## config.mk

```make
export PLATFORM = sky130hd
export DESIGN_NAME = multicycle_control
export DESIGN_NICKNAME = d
export VERILOG_FILES = /design/src/rtl/multicycle_control.sv
export SDC_FILE = /design/constraint.sdc
export NUM_CORES = 1
export LEC_CHECK = 0
export BUFFER_PORTS_ARGS = -buffer_cell sky130_fd_sc_hd__buf_2
export CAP_MARGIN = 20
export CORE_MARGIN = 3
export CORE_UTILIZATION = 39
export CTS_CLUSTER_SIZE = 30
export DETAILED_ROUTE_END_ITERATION = 7
export PLACE_DENSITY = 0.74
export SYNTH_ARGS = -nofsm -noshare
export SYNTH_HDL_FRONTEND = slang
export SYNTH_SLANG_ARGS = --single-unit
```

## constraint.sdc

```tcl
create_clock -name clk -period 1.5 [get_ports clk]
set_input_delay 0.075 -clock clk [delete_from_list [all_inputs] [get_ports clk]]
set_output_delay 0.075 -clock clk [all_outputs]
set_load 0.1 [all_outputs]
```

## src/rtl/multicycle_control.sv

```systemverilog
// -----------------------------------------------------------------------------
// multicycle_control
//   Main control FSM of the multicycle MIPS core. Sequences the shared ALU,
//   the single memory port, the IR, the register file and the PC mux over
//   several cycles per instruction, waits on mem_ready for every memory
//   access and flags unsupported opcodes.
//
// Ports
//   clk          system clock, rising edge
//   reset        synchronous, active-high
//   opcode[5:0]  IR[31:26], stable from end of FETCH until the next FETCH
//   zero         ALU zero flag (same cycle)
//   mem_ready    memory completes the current access this cycle
//   pc_en        PC load enable
//   i_or_d       memory address select (0 = PC, 1 = ALUOut)
//   mem_read     memory read request (level)
//   mem_write    memory write request (level)
//   ir_write     IR load enable
//   mem_to_reg   register write data select (1 = MDR, 0 = ALUOut)
//   reg_dst      destination select (1 = rd, 0 = rt)
//   reg_write    register file write enable
//   alu_src_a    ALU A select (0 = PC, 1 = A)
//   alu_src_b    ALU B select (00 B, 01 +4, 10 imm, 11 imm<<2)
//   alu_op       ALU op (00 add, 01 sub, 10 funct)
//   pc_source    PC source (00 ALU, 01 ALUOut, 10 jump target)
//   illegal_op   one-cycle pulse in DECODE on an unsupported opcode
//   state[3:0]   current state, debug only
//
// State table
//   state   | meaning
//   FETCH   | read instruction at PC, PC+4 into PC once memory answers
//   DECODE  | register read, branch target (PC + imm<<2) into ALUOut
//   MEMADR  | effective address A + imm for lw/sw
//   MEMRD   | data read at ALUOut, held until mem_ready
//   MEMWB   | MDR -> rt
//   MEMWR   | data write at ALUOut, held until mem_ready
//   EXEC    | R-type ALU operation
//   RWB     | ALUOut -> rd
//   BRANCH  | compare A/B, conditional PC <- ALUOut
//   JUMP    | PC <- jump target
//   ADDI_EX | A + imm
//   ADDI_WB | ALUOut -> rt
// -----------------------------------------------------------------------------
module multicycle_control (
  input  logic       clk,
  input  logic       reset,
  input  logic [5:0] opcode,
  input  logic       zero,
  input  logic       mem_ready,
  output logic       pc_en,
  output logic       i_or_d,
  output logic       mem_read,
  output logic       mem_write,
  output logic       ir_write,
  output logic       mem_to_reg,
  output logic       reg_dst,
  output logic       reg_write,
  output logic       alu_src_a,
  output logic [1:0] alu_src_b,
  output logic [1:0] alu_op,
  output logic [1:0] pc_source,
  output logic       illegal_op,
  output logic [3:0] state
);

  localparam logic [5:0] OP_RTYPE = 6'b000000;
  localparam logic [5:0] OP_J     = 6'b000010;
  localparam logic [5:0] OP_BEQ   = 6'b000100;
  localparam logic [5:0] OP_BNE   = 6'b000101;
  localparam logic [5:0] OP_ADDI  = 6'b001000;
  localparam logic [5:0] OP_LW    = 6'b100011;
  localparam logic [5:0] OP_SW    = 6'b101011;

  typedef enum logic [3:0] {
    S_FETCH   = 4'd0,
    S_DECODE  = 4'd1,
    S_MEMADR  = 4'd2,
    S_MEMRD   = 4'd3,
    S_MEMWB   = 4'd4,
    S_MEMWR   = 4'd5,
    S_EXEC    = 4'd6,
    S_RWB     = 4'd7,
    S_BRANCH  = 4'd8,
    S_JUMP    = 4'd9,
    S_ADDI_EX = 4'd10,
    S_ADDI_WB = 4'd11
  } state_t;

  state_t r_state;

  logic w_is_lw;
  logic w_is_sw;
  logic w_is_beq;
  logic w_is_bne;
  logic w_legal;

  assign w_is_lw  = (opcode == OP_LW);
  assign w_is_sw  = (opcode == OP_SW);
  assign w_is_beq = (opcode == OP_BEQ);
  assign w_is_bne = (opcode == OP_BNE);
  assign w_legal  = w_is_lw || w_is_sw || w_is_beq || w_is_bne ||
                    (opcode == OP_RTYPE) || (opcode == OP_J) ||
                    (opcode == OP_ADDI);

  always_ff @(posedge clk) begin
    if (reset) begin
      r_state <= S_FETCH;
    end else begin
      case (r_state)
        S_FETCH:   r_state <= mem_ready ? S_DECODE : S_FETCH;
        S_DECODE: begin
          case (opcode)
            OP_LW, OP_SW:   r_state <= S_MEMADR;
            OP_RTYPE:       r_state <= S_EXEC;
            OP_BEQ, OP_BNE: r_state <= S_BRANCH;
            OP_J:           r_state <= S_JUMP;
            OP_ADDI:        r_state <= S_ADDI_EX;
            default:        r_state <= S_FETCH;
          endcase
        end
        S_MEMADR: begin
          if (w_is_lw)      r_state <= S_MEMRD;
          else if (w_is_sw) r_state <= S_MEMWR;
          else              r_state <= S_FETCH;
        end
        S_MEMRD:   r_state <= mem_ready ? S_MEMWB : S_MEMRD;
        S_MEMWB:   r_state <= S_FETCH;
        S_MEMWR:   r_state <= mem_ready ? S_FETCH : S_MEMWR;
        S_EXEC:    r_state <= S_RWB;
        S_RWB:     r_state <= S_FETCH;
        S_BRANCH:  r_state <= S_FETCH;
        S_JUMP:    r_state <= S_FETCH;
        S_ADDI_EX: r_state <= S_ADDI_WB;
        S_ADDI_WB: r_state <= S_FETCH;
        default:   r_state <= S_FETCH;
      endcase
    end
  end

  // Output decode of the registered state. pc_en and ir_write look at the
  // same-cycle handshake/flag inputs so the PC and IR load on the edge that
  // ends the state; reset masks every enable so an aborted instruction
  // leaves no architectural side effect.
  always_comb begin
    pc_en      = 1'b0;
    i_or_d     = 1'b0;
    mem_read   = 1'b0;
    mem_write  = 1'b0;
    ir_write   = 1'b0;
    mem_to_reg = 1'b0;
    reg_dst    = 1'b0;
    reg_write  = 1'b0;
    alu_src_a  = 1'b0;
    alu_src_b  = 2'b00;
    alu_op     = 2'b00;
    pc_source  = 2'b00;
    illegal_op = 1'b0;
    case (r_state)
      S_FETCH: begin
        mem_read  = 1'b1;
        alu_src_b = 2'b01;
        ir_write  = mem_ready;
        pc_en     = mem_ready;
      end
      S_DECODE: begin
        alu_src_b  = 2'b11;
        illegal_op = ~w_legal;
      end
      S_MEMADR: begin
        alu_src_a = 1'b1;
        alu_src_b = 2'b10;
      end
      S_MEMRD: begin
        mem_read = 1'b1;
        i_or_d   = 1'b1;
      end
      S_MEMWB: begin
        reg_write  = 1'b1;
        mem_to_reg = 1'b1;
      end
      S_MEMWR: begin
        mem_write = 1'b1;
        i_or_d    = 1'b1;
      end
      S_EXEC: begin
        alu_src_a = 1'b1;
        alu_op    = 2'b10;
      end
      S_RWB: begin
        reg_write = 1'b1;
        reg_dst   = 1'b1;
      end
      S_BRANCH: begin
        alu_src_a = 1'b1;
        alu_op    = 2'b01;
        pc_source = 2'b01;
        pc_en     = (w_is_beq && zero) || (w_is_bne && !zero);
      end
      S_JUMP: begin
        pc_source = 2'b10;
        pc_en     = 1'b1;
      end
      S_ADDI_EX: begin
        alu_src_a = 1'b1;
        alu_src_b = 2'b10;
      end
      S_ADDI_WB: begin
        reg_write = 1'b1;
      end
      default: begin
      end
    endcase
    if (reset) begin
      pc_en      = 1'b0;
      mem_read   = 1'b0;
      mem_write  = 1'b0;
      ir_write   = 1'b0;
      reg_write  = 1'b0;
      illegal_op = 1'b0;
    end
  end

  assign state = r_state;

endmodule

```

==> results of run 1 <==
==> logic make-up after synthesis <==
| logic type | after synthesis | synth area share [%] |
|---|---|---|
| AND/OR/NAND/NOR | 48 | 47.45 |
| AO/OA/AOI/OAI | 21 | 26.17 |
| buffers and inverters | 8 | 7.539 |
| flip-flops | 4 | 14.19 |
| XOR/XNOR | 3 | 4.657 |
==> stage by stage <==
step	util, %	worst slack, ns	hold slack (ns)	setup TNS [ns]	std cells
3_5_place_dp	92.12	-0.05610	0.4239	-0.1104	139
3_3_place_gp	92.12	-0.01114	0.4105	-0.01114	139
2_1_floorplan	-	-0.9818	0.2438	-7.364	84
==> summary.md, run 1 <==
| Metric | Value |
|---|---|
| Status | `did not finish` |
| Failed at | `clock tree synthesis` |
| Error | `[ERROR DPL-0038] Utilization greater than 100%, impossible to legalize` |
| FP Rows | `13` |
| Count of unique library cells instantiated by Yosys | `39` |
| DP Area | `approximately 1200 um2` |
| Post-CTS Resized | `13` |
| Initial Utilization | `42.31%` |
| Synth Area per Inst | `6.718 um2` |
| Top-count cell post-synth | `nor2_1` |
| Top post-synthesis cells by count | `11 x nor2_1, 8 x a21oi_1, 8 x nor3_1` |
| Top_reg_cell synth | `dfxtp_1` |
| Ports | `30` |
| Port Buf Inserts | `29` |
| Die Ht | `44.04 um` |
| Gpl congestion | `between 0.8 and 0.9` |
| Hold Buf Count CTS | `0` |
| Syn_nets | `94` |
| Register area share after synthesis | `approximately 14%` |
| CTS Buf Count | `3` |
| Die width | `between 40 and 50 um` |
| Post-synth top area share | `14.19%` |
| Area leader, netlist | `dfxtp_1` |
| Ys Warns | `0` |
| # Post-CTS Setup Buffers | `7` |
| Clk root buf | `clkbuf_4` |
| Mapped Area | `between 500 and 600 um2` |
| Mapped Cells | `between 80 and 90` |
| H-Tree Depth | `1` |
| Synthesis-stage register bit count | `4` |
| Post-synth EDFFs | `0` |
| Fraction of registers with async set/reset | `0%` |
| Clock Sinks | `4` |
| HPWL after detailed placement | `between 1500 and 2000 um` |
| Largest cells by area after synthesis | `dfxtp_1 14%, nor2_1 7.3%, a21oi_1 7.1%` |
| Longest Clk Path Bufs | `2` |
==> inputs of run 2 (changes only) <==
Settings changed: CORE_AREA from default to 3 3 64 66, CORE_MARGIN 3 to default, CORE_UTILIZATION 39 to default, CTS_CLUSTER_SIZE 30 to default, DIE_AREA from default to 0 0 67 69, PLACE_DENSITY 0.74 to default, PLACE_DENSITY_LB_ADDON from default to 0.15.
Clock period 1.5 ns to 1.95 ns, I/O delays scaled along.
==> summary.md, run 2 <==
| Metric | Value |
|---|---|
| Top post-synthesis cells by count | `11 x nor2_1, 8 x a21oi_1, 8 x nor3_1` |
| Number of fillers in the final layout | `409` |
| Initial antenna violation count | `0` |
| Largest cells by area after synthesis | `dfxtp_1 14%, nor2_1 7.3%, a21oi_1 7.1%` |
| Final Power | `between 0.4 and 0.5 mW` |
| CP endpoint kind | `output port` |
| Port Buf Inserts | `29 (unchanged)` |
| Longest Clk Path Bufs | `2 (unchanged)` |
| Fraction of registers with async set/reset | `0% (unchanged)` |
| Post-synth top area share | `14.19% (unchanged)` |
| Count of final setup violators | `0` |
| Die area | `~4600 um2` |
| Worst VDD drop | `approximately 0.26 mV` |
| Max_cap viols | `0` |
| WL final | `about 2000 um` |
| Fin nets | `around 120` |
| Area leader, netlist | `dfxtp_1` |
| Register area share after synthesis | `14.19% (unchanged)` |
| Die Ht | `69 um (+57%)` |
| Pleak | `0.3546 nW` |
| Ys Warns | `0 (unchanged)` |
| Final Hold Violating Endpoints | `0` |
| Gpl congestion | `0.8476 (-4.0%)` |
| Pwr Density | `462.7 nW/um2` |
| Layout area overhead | `70.29%` |
| Vias | `726` |
| Initial DRC Count | `38` |
| Vias in the first global route | `between 600 and 700` |
| Status | `finished, final reports clean` |
| Core area | `3633 um2` |
| Critical path data required time | `between 1.5 and 2 ns` |
| Clock slew at reported path FFs | `approximately 0.030 ns` |
| Unrepaired setup endpoints after global routing | `no` |
| Commonest non-fill, non-tap cell in the layout | `buf_2` |
| WL/cell | `about 13 um` |
| Non-Filler Instances | `approximately 160` |
| Critical-path maximum fanout | `16` |
| Synth Area per Inst | `6.718 um2 (unchanged)` |
| Worst skew pair latency | `0.22 ns` |
| Ratio of cells with drive above 1 in the final layout | `roughly 51%` |
| DRC Markers | `0` |
| Worst slew margin | `67.54%` |
| Global-route wire length before repair | `between 3000 and 4000 um` |
| Clock Sinks | `4 (unchanged)` |
| Commonest non-fill, non-tap cells in the layout | `27 x buf_2, 8 x nor2_1, 7 x a21oi_1, 6 x nor3_4` |
| Slew @ Worst Pin | `~0.49 ns` |
| Largest net degree at the start of global routing | `21` |
| Die width | `67 um (+52%)` |
| DR pass1 iterations | `4` |
| Initial Utilization | `15.53% (-27 points)` |
| Total gr overflow | `0` |
| Post-synth EDFFs | `0 (unchanged)` |
| Count of unique library cells instantiated by Yosys | `39 (unchanged)` |
| Critical path class | `reg -> out` |
| Mapped Cells | `84 (unchanged)` |
| CP arrival | `roughly 1.7 ns` |
| Hold WC Path Type | `in -> reg` |
| Synthesis-stage register bit count | `4 (unchanged)` |
| CTS tree | `yes` |
| Antenna cells | `0` |
| Clk_skew | `0.002813 ns` |
| FP Rows | `22 (+9)` |
| Global-route usage over all layers | `9.061%` |
| Dpl cells | `155 (+12%)` |
| Final Util | `26.45%` |
| Slew Viols, Final | `0` |
| Top_reg_cell synth | `dfxtp_1` |
| CTS Buf Count | `3 (unchanged)` |
| Mapped Area | `564.3 um2 (unchanged)` |
| Minimum clock period | `between 1.5 and 2 ns` |
| Setup tns final | `0 ns` |
| Ports | `30 (unchanged)` |
| H-Tree Depth | `1 (unchanged)` |
| FMAX | `approximately 550 MHz` |
| Clk root buf | `clkbuf_8` |
| HPWL after detailed placement | `1581 um (-18%)` |
| Top-count cell post-synth | `nor2_1` |
| Tcrit/Tclk final | `about 93%` |
| Hold slack | `~0.23 ns` |
| Syn_nets | `94 (unchanged)` |
| Critical Path Start Type | `flip-flop` |
| Antenna viol nets, final | `0` |
| Max reg flops | `4` |
| DR vias/cell | `~4.6` |
[run 2: cell counts after synthesis]
Identical to the previous run, type by type.
[run 2: what timing repair did]
item | in CTS | in global routing
buffers inserted | 0 | 0
endpoints found under the setup margin | 0 | 1
resized for setup | 0 | 1
hold buffers | 0 | 0
[run 2: metal layers]
layer  track usage, %  wire length (um)  up-vias  share of wire (%)
met5                0                 0        -                  0
met4            1.351                 0        0                  0
met3            2.280               155        0                7.6
met2            13.21               881       30                 43
met1            13.51               999      331                 49
li1                 -                 -      365                  -
[run 2: logic make-up after synthesis]
logic type,count (synthesis),synth area share [%]
AO/OA/AOI/OAI,21,26.17
AND/OR/NAND/NOR,48,47.45
flip-flops,4,14.19
buffers and inverters,8,7.539
XOR/XNOR,3,4.657
[run 2: layout make-up]
| class | count | area [um2] | share of cell area (%) |
|---|---|---|---|
| Clock buffer | 3 | 41.29 | 4.297 |
| Inverter | 2 | 7.507 | 0.7812 |
| Multi-Input combinational cell | 72 | 594.3 | 61.85 |
| Sequential cell | 4 | 95.09 | 9.896 |
| Tap cell | 48 | 60.06 | 6.250 |
| Timing Repair Buffer | 29 | 162.7 | 16.93 |
[run 2: path summary, 6_finish.rpt]
kind | start | endpoint | slack [ns] | cells past startpoint
worst max-delay path | state[3] | illegal_op | 0.14 | 3
worst min-delay path | opcode[3] | state[1] | 0.23 | 3
worst max register to register | state[0] | state[3] | 0.30 | 4
worst min register to register | state[3] | state[3] | 0.69 | 2
[run 2: where the power goes]
part | internal [mW] | switching, mW
clock network | 0.131 | 0.0404
registers | 0.0810 | 0.0132
logic | 0.0462 | 0.133
total | 0.258 | 0.186
[run 2: stage by stage]
stage / setup slack, ns / area [um2]
3_5_place_dp: 0.2903 / 917.1
6_report: 0.1445 / 960.9
4_1_cts: 0.05539 / 958.4
2_1_floorplan: -0.5543 / 742.0
5_1_grt: 0.06675 / 960.9
3_3_place_gp: 0.2840 / 917.1
[run 2: worst max-delay path, cell delays in order, from the launching register on]
cell	delay (ns)
dfxtp_4	0.41
or2_2	0.41
nor4_4	0.21
buf_2	0.46
(Power assumes the default switching activity.)
